$ cat src/rtl/axi_slice_pkg.sv
// Shared types and constants for the configurable AXI channel slice.
package axi_slice_pkg;

    typedef enum logic [1:0] {
        SLICE_PASS,
        SLICE_FWD,
        SLICE_SKID,
        SLICE_FIFO
    } slice_mode_e;

    // Storage slots of the skid slice: main register plus skid register.
    localparam int unsigned SKID_DEPTH = 2;

    // True when v is a non-zero power of two.
    function automatic bit is_pow2(input int unsigned v);
        return (v != 0) && ((v & (v - 1)) == 0);
    endfunction

endpackage

$ cat src/rtl/axi_cfg_slice.sv
// Valid/ready pipeline slice for one AXI channel. MODE selects wires,
// a forward register, a full skid buffer or a small circular FIFO.
module axi_cfg_slice
    import axi_slice_pkg::*;
#(
    parameter slice_mode_e MODE       = SLICE_SKID,
    parameter int unsigned DATA_WIDTH = 64,
    parameter int unsigned DEPTH      = 4,
    localparam int unsigned CNT_W     = $clog2(DEPTH + 1)
) (
    input  logic                  clk_i,
    input  logic                  rst_ni,
    input  logic                  testmode_i,
    input  logic                  flush_i,
    input  logic                  valid_i,
    output logic                  ready_o,
    input  logic [DATA_WIDTH-1:0] data_i,
    output logic                  valid_o,
    input  logic                  ready_i,
    output logic [DATA_WIDTH-1:0] data_o,
    output logic [CNT_W-1:0]      usage_o
);

    // DFT mode has no functional effect on the slice.
    logic unused_testmode;
    assign unused_testmode = testmode_i;

    if (DATA_WIDTH < 1) begin : g_chk_width
        $error("axi_cfg_slice: DATA_WIDTH must be >= 1");
    end

    if ((MODE == SLICE_FIFO) && ((DEPTH < 2) || !is_pow2(DEPTH))) begin : g_chk_depth
        $error("axi_cfg_slice: DEPTH must be a power of 2 and >= 2 in FIFO mode");
    end

    if (MODE == SLICE_PASS) begin : g_pass

        // Pure wiring: clock, reset and flush have nothing to act on.
        logic unused_pass;
        assign unused_pass = ^{clk_i, rst_ni, flush_i};

        assign valid_o = valid_i;
        assign ready_o = ready_i;
        assign data_o  = data_i;
        assign usage_o = '0;

    end else if (MODE == SLICE_FWD) begin : g_fwd

        logic                  valid_q, valid_d;
        logic [DATA_WIDTH-1:0] data_q, data_d;

        // Register may load whenever it is empty or being drained this cycle.
        assign ready_o = ~valid_q | ready_i;

        // Next state of the forward register.
        always_comb begin
            valid_d = valid_q;
            data_d  = data_q;
            if (ready_o) begin
                valid_d = valid_i;
                if (valid_i) begin
                    data_d = data_i;
                end
            end
            if (flush_i) begin
                valid_d = 1'b0;
            end
        end

        // Forward register state.
        always_ff @(posedge clk_i or negedge rst_ni) begin
            if (!rst_ni) begin
                valid_q <= 1'b0;
                data_q  <= '0;
            end else begin
                valid_q <= valid_d;
                data_q  <= data_d;
            end
        end

        assign valid_o = valid_q;
        assign data_o  = data_q;
        assign usage_o = CNT_W'(valid_q);

    end else if (MODE == SLICE_SKID) begin : g_skid

        logic                  valid_q, valid_d;
        logic [DATA_WIDTH-1:0] data_q, data_d;
        logic                  skid_valid_q, skid_valid_d;
        logic [DATA_WIDTH-1:0] skid_data_q, skid_data_d;
        logic                  rdy_q, rdy_d;

        // Main/skid next state. A held skid beat always drains into main first,
        // and a beat arriving while main stalls is parked in the skid register.
        always_comb begin
            valid_d      = valid_q;
            data_d       = data_q;
            skid_valid_d = skid_valid_q;
            skid_data_d  = skid_data_q;
            if (skid_valid_q) begin
                if (ready_i) begin
                    valid_d      = 1'b1;
                    data_d       = skid_data_q;
                    skid_valid_d = 1'b0;
                end
            end else if (!valid_q || ready_i) begin
                valid_d = valid_i;
                if (valid_i) begin
                    data_d = data_i;
                end
            end else if (valid_i) begin
                skid_valid_d = 1'b1;
                skid_data_d  = data_i;
            end
            if (flush_i) begin
                valid_d      = 1'b0;
                skid_valid_d = 1'b0;
            end
            rdy_d = ~skid_valid_d;
        end

        // Main, skid and ready flops; ready_o comes straight from rdy_q.
        always_ff @(posedge clk_i or negedge rst_ni) begin
            if (!rst_ni) begin
                valid_q      <= 1'b0;
                data_q       <= '0;
                skid_valid_q <= 1'b0;
                skid_data_q  <= '0;
                rdy_q        <= 1'b1;
            end else begin
                valid_q      <= valid_d;
                data_q       <= data_d;
                skid_valid_q <= skid_valid_d;
                skid_data_q  <= skid_data_d;
                rdy_q        <= rdy_d;
            end
        end

        assign ready_o = rdy_q;
        assign valid_o = valid_q;
        assign data_o  = data_q;
        assign usage_o = CNT_W'(valid_q) + CNT_W'(skid_valid_q);

    end else begin : g_fifo

        localparam int unsigned PTR_W = (DEPTH > 1) ? $clog2(DEPTH) : 1;

        logic [DATA_WIDTH-1:0] mem_q [DEPTH];
        logic [PTR_W-1:0]      wr_ptr_q, wr_ptr_d;
        logic [PTR_W-1:0]      rd_ptr_q, rd_ptr_d;
        logic [CNT_W-1:0]      cnt_q, cnt_d;
        logic                  full, empty, push, pop;

        // A full FIFO refuses a push even when a pop happens in the same cycle.
        assign full  = (cnt_q == CNT_W'(DEPTH));
        assign empty = (cnt_q == '0);
        assign push  = valid_i & ~full;
        assign pop   = ready_i & ~empty;

        // Pointer and fill-level next state; DEPTH is a power of 2 so the
        // pointers wrap by natural overflow.
        always_comb begin
            wr_ptr_d = wr_ptr_q;
            rd_ptr_d = rd_ptr_q;
            cnt_d    = cnt_q;
            if (push) begin
                wr_ptr_d = wr_ptr_q + PTR_W'(1);
            end
            if (pop) begin
                rd_ptr_d = rd_ptr_q + PTR_W'(1);
            end
            if (push && !pop) begin
                cnt_d = cnt_q + CNT_W'(1);
            end else if (pop && !push) begin
                cnt_d = cnt_q - CNT_W'(1);
            end
            if (flush_i) begin
                wr_ptr_d = '0;
                rd_ptr_d = '0;
                cnt_d    = '0;
            end
        end

        // Pointer and counter state.
        always_ff @(posedge clk_i or negedge rst_ni) begin
            if (!rst_ni) begin
                wr_ptr_q <= '0;
                rd_ptr_q <= '0;
                cnt_q    <= '0;
            end else begin
                wr_ptr_q <= wr_ptr_d;
                rd_ptr_q <= rd_ptr_d;
                cnt_q    <= cnt_d;
            end
        end

        // Storage write; a beat pushed during a flush is discarded.
        always_ff @(posedge clk_i or negedge rst_ni) begin
            if (!rst_ni) begin
                for (int unsigned i = 0; i < DEPTH; i++) begin
                    mem_q[i] <= '0;
                end
            end else if (push && !flush_i) begin
                mem_q[wr_ptr_q] <= data_i;
            end
        end

        assign ready_o = ~full;
        assign valid_o = ~empty;
        assign data_o  = mem_q[rd_ptr_q];
        assign usage_o = cnt_q;

    end

endmodule

$ cat config.mk
export PLATFORM = sky130hd
export DESIGN_NAME = axi_cfg_slice
export DESIGN_NICKNAME = d
export VERILOG_FILES = /design/src/rtl/axi_slice_pkg.sv /design/src/rtl/axi_cfg_slice.sv
export SDC_FILE = /design/constraint.sdc
export NUM_CORES = 1
export LEC_CHECK = 0
export ABC_CLOCK_PERIOD_IN_PS = 1600
export CAP_MARGIN = 10
export CORE_UTILIZATION = 40
export DETAILED_ROUTE_END_ITERATION = 16
export GPL_TIMING_DRIVEN = 0
export PLACE_DENSITY = 0.69
export SLEW_MARGIN = 20
export SYNTH_ARGS = -nofsm -noshare
export SYNTH_HDL_FRONTEND = slang
export SYNTH_SLANG_ARGS = --single-unit
$ cat constraint.sdc
create_clock -name clk_i -period 1.6 [get_ports clk_i]
set_input_delay 0.4 -clock clk_i [delete_from_list [all_inputs] [get_ports clk_i]]
set_output_delay 0.4 -clock clk_i [all_outputs]
set_load 0.005 [all_outputs]
**Word level (Yosys, flattened, before mapping)**

Index checks and enable logic that the tools add are counted.

- Logic and storage cells: 32
- Register bits after elaboration: 131
- Bits in latches: 0
- Input port bits: 70
- Memory bits (read-only): 0
- Memories: 0
- RAM bits: 0
- Output and inout port bits: 69

- $mul: 0
- Div/mod/pow operators: 0
- Multiplexer cells: 13
- Add/subtract/negate cells: 1
- Eq/ne operators: 2
- Bitwise logic cells: 3
- Reductions and logical operators: 8
- Shifts and indexed selects: 0
- Order comparisons: 0

Operators by type and width:

| cell | number |
|---|---|
| 64-bit 2-to-1 mux | 4 |
| 1-bit 2-to-1 mux | 9 |
| 3-bit AND reduction | 2 |
| 2-bit nonzero test | 2 |
| 3-bit inequality test (second input constant) | 1 |
| 1-bit NOT | 3 |
| 3-bit nonzero test | 1 |
| 1-bit by 1-bit adder with 2-bit output | 1 |
| 2-bit inequality test (second input constant) | 1 |
| 2-bit AND reduction | 1 |
| 1-bit zero test | 1 |
| 1-bit logical OR | 1 |

**Longest topological paths before layout**

Gate-level depths: netlist (run 1).

- Depth in word-level cells: 6
- Depth in mapped cells: 5

**Worst setup path before layout (run 1)**

No wires, ideal clock.

- Path kind: register to register
- Start point: reg g_skid.skid_valid_q
- End point: reg g_skid.data_q[0], in the netlist data_o[0]
- Stages on the path, launching flop included: 5
- Arrival time: 1355 ps
- Data required time: 1475 ps
- Path buffers: 2
- Slack: 119 ps
- Period minus slack after synthesis: 1481 ps
- Cell sequence: dfrtp_1 buf_4 buf_2 mux2_2 mux2_4

- Longest elaborated chain between the ends: 2
- Elaborated cells on any way between the ends: 5
- Those cells by class: eq/ne: 1; mux: 1; reduce/logical: 3

RTL lines:

| element | line | source |
|---|---|---|
| from (decl) | axi_cfg_slice.sv:89 | `logic skid_valid_q, skid_valid_d;` |
| from (signal assigned) | axi_cfg_slice.sv:133 | `skid_valid_q <= skid_valid_d;` |
| 2-bit inequality test (no source line) or 2-bit nonzero test (tied branches) | - |  |
| 3-bit AND reduction (no source line) | - |  |
| to (signal assigned) | axi_cfg_slice.sv:132 | `data_q <= data_d;` |
| to (decl) | axi_cfg_slice.sv:88 | `logic [DATA_WIDTH-1:0] data_q, data_d;` |

Several ways; a longest one is shown, not always the timed one.
A chain may end at the register's enable or synchronous reset.

**Worst setup path in the final report (run 1)**

- Start point: reg g_skid.valid_q, in the netlist valid_o
- End point: out usage_o[0]

- Longest elaborated chain between the ends: 1

RTL lines:

| element | line | source |
|---|---|---|
| from (decl) | axi_cfg_slice.sv:87 | `logic valid_q, valid_d;` |
| from (signal assigned) | axi_cfg_slice.sv:131 | `valid_q <= valid_d;` |
| 1-bit by 1-bit adder with 2-bit output | axi_cfg_slice.sv:142 | `assign usage_o = CNT_W'(valid_q) + CNT_W'(skid_valid_q);` |
| to (decl) | axi_cfg_slice.sv:21 | `output logic [CNT_W-1:0] usage_o` |

No other way between the ends.

==> results of run 1 <==
cells in the final DEF, fill, tap and decap left out, drive strengths merged:
cell type and n:
a21oi 1, and3b 1, buf 47, bufinv 2
clkbuf 34, clkdlybuf4s15 1, clkdlybuf4s50 67, clkinv 2
conb 1, dfrtp 130, dfstp 1, dlygate4sd2 64
dlygate4sd3 1, ha 1, inv 1, mux2 192
nor2 1, nor2b 1, o21ba 1, o22a 1
or3 1
how the worst max path moves through the flow:
stage	start	depth (start not counted)	endpoint	slack (ps)
2_1_floorplan	g_skid.skid_valid_q	4	data_o[0]	120
6_report	valid_o	3	usage_o[0]	-70
3_5_place_dp	ready_i	6	g_skid.skid_data_q[4]	-480
4_1_cts	valid_o	6	data_o[36]	-130
5_1_grt	valid_o	3	usage_o[0]	-100
3_3_place_gp	rst_ni	1	data_o[4]	-5000
logic make-up (layout without fill, tap and decap cells):
kind of cell	Yosys count	in the layout
other cells	1	1
fa+ha+maj	1	1
buf+inv	23	219
mux	192	192
simple gates	4	4
flops	131	131
compound gates	3	3
power by group through the flow:
| stage | registers [uW] | logic [uW] | clock network [uW] |
|---|---|---|---|
| floorplan | 4340 | 882 | 0 |
| global placement | 4360 | 1790 | 0 |
| detailed placement | 4400 | 1850 | 0 |
| CTS | 4340 | 1860 | 3920 |
| global route | 4470 | 2480 | 4060 |
| finish | 4380 | 2290 | 3840 |
cells in the mapped netlist:
| library cell | count |
|---|---|
| dfrtp_1 | 130 |
| mux2_1 | 101 |
| mux2_2 | 51 |
| mux2_4 | 40 |
| buf_6 | 12 |
| buf_2 | 6 |
| buf_4 | 4 |
| a21oi_1 | 1 |
| and3b_1 | 1 |
| conb_1 | 1 |
| dfstp_2 | 1 |
| ha_1 | 1 |
| inv_1 | 1 |
| nor2_1 | 1 |
| nor2b_1 | 1 |
| o21ba_1 | 1 |
| o22a_1 | 1 |
| or3_1 | 1 |
metrics by stage:
stage	TNS, ps	util	cell area, sq um	hold slack [ps]	setup slack (ps)
after global placement	-697640	0.528	7440	461	-5000
after floorplan	0	-	5860	104	119
after global routing	-7190	0.626	8820	492	-100
final	-2340	0.626	8820	484	-67.2
after CTS	-13580	0.591	8320	483	-129
after detailed placement	-48520	0.530	7470	378	-476
repair_timing:
item / 4_1_cts / 5_1_grt
endpoints found under the setup margin: 177 / 131
gates cloned: 1 / 6
buffers inserted: 19 / 1
pin swaps: 2 / 2
resized for setup: 120 / 94
endpoints found under the hold margin: 63 / 0
hold buffers: 1 / 0
metal layers:
metal	share of wire	track usage	up-vias	wire, microns
met1	0.44	0.217	1823	5980
li1	-	-	1640	-
met4	0.010	0.0557	0	138
met5	0	0	-	0
met3	0.078	0.0844	12	1050
met2	0.47	0.272	102	6310
sequential cells by signal, summed over array words and instances, names as in the netlist:
signal / flops
data_o: 64
g_skid.skid_data_q: 64
g_skid.skid_valid_q: 1
ready_o: 1
valid_o: 1
layout make-up:
type / count / area share
Tap cell: 180 / 0.0255
Timing Repair Buffer: 165 / 0.190
Clock inverter: 4 / 0.00794
Inverter: 1 / 0.000425
Clock buffer: 27 / 0.0581
Buffer: 22 / 0.0428
Sequential cell: 131 / 0.372
Multi-Input combinational cell: 201 / 0.303
==> results by group, run 1 <==
Status
  – Status: finished, violations left
  – Failing checks: negative setup slack

Min path
  – WHS Endpoint: data_o[41]
  – Hold Crit Class: reg2reg
  – Min-delay src: data_o[41]
  – Worst Hold Depth: 1

STA
  – Worst slew pin tran: 505 ps
  – Final count of hold timing violations: 0
  – Final Cycle Share: 1.04
  – Highest Clock Rate: 0.600 GHz
  – Max_slew headroom: 0.664
  – Worst Skew: 4.06 ps
  – Endpoints failing setup: 105
  – Final worst slack: -67.2 ps
  – RSZ-0062 raised after global routing: yes
  – Pins Over Slew Limit: 0
  – Final critical-path required period: 1670 ps

CTS
  – Num CTS Buffers: 17
  – Clock slew at reported path FFs: 50 ps
  – Root Buffer: clkbuf_16
  – Max clock buf depth: 2
  – CTS tree: built
  – Clk_lat worst skew: 410 ps
  – Htree depth: 4
  – CTS sink count: 131

Synthesis
  – Avg Cell Area, Syn: 16.5 sq um
  – Ys Warns: 0
  – Dominant cell type by area after synthesis: dfrtp_1
  – Syn Nets: 426
  – Synth Area in Adders: 0.00214
  – Seq/Total Area, Yosys: 0.560
  – Unique masters post-synth: 18
  – Synth top area cells: dfrtp_1 56%, mux2_1 19%, mux2_4 10%
  – Mapped Area: 5860 sq um
  – Simple-Gate Fraction of Synth Area: 0.00427
  – Area share of the leading cell type in the synthesized netlist: 0.556
  – Main combinational cell family by area after synthesis: multiplexers
  – Cells after synthesis: 355
  – Post-synthesis share of cell area spent on xor and xnor gates: 0
  – Multiplexer share of the synthesized area: 0.395
  – Synthesized flop and latch total: 131
  – Post-synthesis compound-gate area fraction: 0.00406

Setup path
  – Peak fanout along the critical path: 2
  – R2r endpoint: data_o[13]
  – CP arrival: 1270 ps
  – Critical path cell sequence: buf_6, ha_4, buf_6
  – Worst setup SP type: flop
  – Crit path largest cell delay: 390 ps
  – Crit path kind: reg2out
  – Reg2reg start: valid_o
  – Cell family with most CP delay: flip-flops
  – Cell mode on critical path: buf_6
  – Slowest cell on crit path: dfrtp_1
  – CP bufs+invs: 2
  – Worst Reg-to-Reg Cells: 7
  – Req. time, crit path: 1200 ps
  – Critical Path End Type: output pin
  – Reg2Reg Setup Slack: -50 ps

Power
  – VDD IR max: 0.769 mV
  – Sequential share of power: 0.417
  – Sw Pwr: 2400 uW
  – P_int: 8110 uW
  – Clock network power share: 0.365
  – Sw frac: 0.228
  – Pwr Density: 1190 nW/um^2
  – Leak pwr: 0.00404 uW
  – Combinational share of power: 0.218
  – Pwr Total: 10500 uW

Final layout
  – Multi-input gate area: 2680 sq um
  – Fin nets: 610
  – Register Area: 3280 sq um
  – Fin cells: 731
  – Layout cells sized above 1: 0.450
  – Synth-to-Final Area Change: 50.7%
  – Ant. Diodes: 0
  – Fill count: 1081

Route
  – Pre-antenna DRT Iters: 3
  – # DRC: 0
  – Post-route ant nets: 0
  – Routed WL: 13.5 mm
  – Routed vias/inst: 4.89
  – DR vias: 3577
  – Per-cell routed wire length: 18.4 microns
  – Iter 0 DRT Violations: 91

Floorplan
  – Width of the chip: 123 microns
  – Die Y: 123 microns
  – Rows: 43
  – Die ar.: 15100 sq um
  – Core ar.: 14100 sq um
  – Initial Util: 0.415
  – IO Pins: 139

Global route
  – Largest net degree at the start of global routing: 69
  – Wire length of the first global-routing pass: 20.0 mm
  – GRT Util Overall: 0.176
  – Vias in the first global route: 3917
  – Initial antenna violation count: 0
  – GR Overflow Total: 0

Place
  – Placed cells: 672
  – IO buf count: 136
  – Final HPWL from detailed placement: 8.09 mm
  – Final RePlAce weighted congestion: 0.688

Job
  – Max_cap viols: 0
Note: power is estimated with default switching activity, not from simulation.
==> inputs of run 2 (changes only) <==
--- a/config.mk
+++ b/config.mk
@@ -11,6 +11,7 @@
 export DETAILED_ROUTE_END_ITERATION = 16
 export GPL_TIMING_DRIVEN = 0
 export PLACE_DENSITY = 0.69
+export REMOVE_ABC_BUFFERS = 1
 export SLEW_MARGIN = 20
 export SYNTH_ARGS = -nofsm -noshare
 export SYNTH_HDL_FRONTEND = slang
==> run 2 against run 1 <==
The run still ends with negative setup slack left; core utilization increased by 0.74 points; clock power increased by 7.3%; global-route usage increased by 4.1 points; clock-buffer cell count decreased by 9; die area unchanged; non-clock buffer count decreased by 5; critical path depth increased by 2; total power increased by 3.1%; critical path type is now in2reg; first-iteration DRC count increased by 52%.
==> results by group, run 2 (same netlist as run 1, synthesis figures left out) <==
Status
  – Status: finished, violations left
  – Failing checks: negative setup slack

STA
  – Endpoints failing setup: 131 (+25%)
  – Highest Clock Rate: 0.568 GHz (-5.3%)
  – Final count of hold timing violations: 0 (unchanged)
  – Worst Skew: 9.29 ps (+5.23 ps)
  – RSZ-0062 raised after global routing: yes
  – Final critical-path required period: 1760 ps (+92.8 ps)
  – Final Cycle Share: 1.10 (+0.0580)
  – Worst slew pin tran: 533 ps (+28.0 ps)
  – Pins Over Slew Limit: 0 (unchanged)
  – Final worst slack: -160 ps (-92.8 ps)
  – Max_slew headroom: 0.645 (-0.0187)
  – Setup_tns: -12330 ps (-10000 ps)

Setup path
  – Reg2Reg Setup Slack: -160 ps (-110 ps)
  – Crit path kind: in2reg
  – CP arrival: 2050 ps (+780 ps)
  – Peak fanout along the critical path: 5 (+3)
  – Crit path largest cell delay: 690 ps (+300 ps)
  – CP Launch Point: valid_i
  – Reg2reg start: g_skid.skid_valid_q
  – Critical path endpoint: g_skid.skid_data_q[12]
  – Critical Path End Type: flop
  – Worst setup SP type: primary input
  – Req. time, crit path: 1890 ps (+690 ps)
  – R2r endpoint: g_skid.skid_data_q[12]
  – Worst Reg-to-Reg Cells: 5 (-2)
  – Critical path cell sequence: clkdlybuf4s50_1, and3b_4, buf_6, clkbuf_16, mux2_4
  – Slowest cell on crit path: clkdlybuf4s50_1

CTS
  – CTS sink count: 131 (unchanged)
  – Clk_lat worst skew: 420 ps (about the same)
  – Root Buffer: clkbuf_16
  – Clock slew at reported path FFs: 60 ps (about the same)
  – CTS tree: built
  – Num CTS Buffers: 17 (unchanged)
  – Htree depth: 4 (unchanged)
  – Max clock buf depth: 2 (unchanged)

Route
  – Post-route ant nets: 0 (unchanged)
  – Pre-antenna DRT Iters: 4 (+1)
  – Iter 0 DRT Violations: 138 (+52%)
  – Per-cell routed wire length: 21.3 microns (+16%)
  – Routed vias/inst: 5.07 (+3.6%)
  – Routed WL: 15.5 mm (+15%)
  – DR vias: 3695 (+3.3%)
  – # DRC: 0 (unchanged)

Floorplan
  – Die Y: 123 microns (unchanged)
  – IO Pins: 139 (unchanged)
  – Rows: 43 (unchanged)
  – Core ar.: 14100 sq um (unchanged)
  – Width of the chip: 123 microns (unchanged)
  – Die ar.: 15100 sq um (unchanged)
  – Initial Util: 0.415 (unchanged)

Final layout
  – Fin cells: 729 (-0.27%)
  – Synth-to-Final Area Change: 52.5%
  – Fin nets: 607 (-0.49%)
  – Ant. Diodes: 0 (unchanged)
  – Most frequent cells in the layout: 129 x dfrtp_1, 128 x mux2_4, 66 x clkdlybuf4s50_1, 66 x dlygate4sd2_1, 50 x mux2_2
  – Fin area: 8930 sq um (+1.2%)
  – Fill count: 1045 (-3.3%)
  – Layout cells sized above 1: 0.485 (+0.0344)
  – Most common cell after layout, fill and taps aside: dfrtp_1

Global route
  – Vias in the first global route: 4176 (+6.6%)
  – Largest net degree at the start of global routing: 68 (-1.4%)
  – GRT Util Overall: 0.217 (+0.0407)
  – Wire length of the first global-routing pass: 23.7 mm (+19%)
  – Initial antenna violation count: 0 (unchanged)
  – GR Overflow Total: 0 (unchanged)

Place
  – IO buf count: 136 (unchanged)
  – Dpl cell area: 7380 sq um (-1.3%)
  – Setup WS pre-CTS: -823 ps (-347 ps)
  – Final RePlAce weighted congestion: 0.646 (-6.1%)
  – Placed cells: 653 (-2.8%)
  – Final HPWL from detailed placement: 7.42 mm (-8.3%)

Power
  – Leak pwr: 0.00411 uW (+1.7%)
  – VDD IR max: 0.692 mV (-10%)
  – Pwr Density: 1210 nW/um^2 (+1.9%)

Job
  – Max_cap viols: 0 (unchanged)

Min path
  – Hold Crit Class: reg2reg
-- run 2: changes by cell type in the layout (fill, tap and decap cells not counted), moves of 2 or more --
| cell | change |
|---|---|
| and3b_4 | +2 |
| buf_12 | -2 |
| buf_16 | +7 |
| buf_4 | -3 |
| buf_8 | -4 |
| bufinv_16 | +2 |
| clkbuf_1 | -5 |
| clkbuf_16 | -4 |
| clkbuf_8 | -4 |
| clkinv_2 | +4 |
| clkinv_4 | +3 |
| dlygate4sd2_1 | +2 |
| mux2_1 | -17 |
| mux2_4 | +18 |
-- run 2: final cells by class --
cell class / count / area (sq um) / share of cell area
Sequential cell: 131 / 3280 / 0.368
Multi-Input combinational cell: 203 / 2760 / 0.309
Timing Repair Buffer: 182 / 2030 / 0.227
Clock buffer: 18 / 439 / 0.0492
Tap cell: 180 / 225 / 0.0252
Clock inverter: 14 / 185 / 0.0207
Inverter: 1 / 3.75 / 0.000420
-- run 2: layer usage --
layer	wire length, microns	track usage	vias to the layer above
met5	0	0	-
li1	-	-	1648
met1	6870	0.272	1918
met4	235	0.0745	0
met2	7490	0.355	108
met3	942	0.0669	21
-- run 2: metrics by stage --
| step | hold WS, ps | util | total power [uW] |
|---|---|---|---|
| 2_1_floorplan | 104 | - | 5210 |
| 3_3_place_gp | 461 | 0.514 | 6140 |
| 3_5_place_dp | 390 | 0.523 | 6220 |
| 4_1_cts | 481 | 0.635 | 10800 |
| 5_1_grt | 517 | 0.633 | 11300 |
| 6_report | 501 | 0.633 | 10800 |
-- run 2: timing repair --
action,in CTS,in global routing
hold buffers,1,0
endpoints found under the hold margin,66,0
setup buffers,33,1
resized for setup,179,27
setup endpoints to repair,197,131
cloned,14,2
pin swaps,1,2
-- run 2: worst min path at each step --
stage | end | slack [ps] | startpoint | cells after the start
2_1_floorplan | data_o[0] | 100 | rst_ni | 0
3_3_place_gp | g_skid.skid_data_q[4] | 460 | g_skid.skid_data_q[4] | 1
3_5_place_dp | g_skid.skid_data_q[22] | 390 | rst_ni | 1
4_1_cts | data_o[27] | 480 | data_o[27] | 1
5_1_grt | data_o[27] | 520 | data_o[27] | 1
6_report | g_skid.skid_data_q[1] | 500 | g_skid.skid_data_q[1] | 1
-- run 2: where the power goes --
| group | internal, uW | switching [uW] |
|---|---|---|
| Sequential | 4020 | 364 |
| Combinational | 1630 | 711 |
| Clock | 2640 | 1480 |
| Total | 8280 | 2550 |
-- run 2: critical path, delay by kind of cell --
kind / cells / cell delay, ps
mux: 1 / 300
simple gates: 1 / 350
buf+inv: 3 / 1000
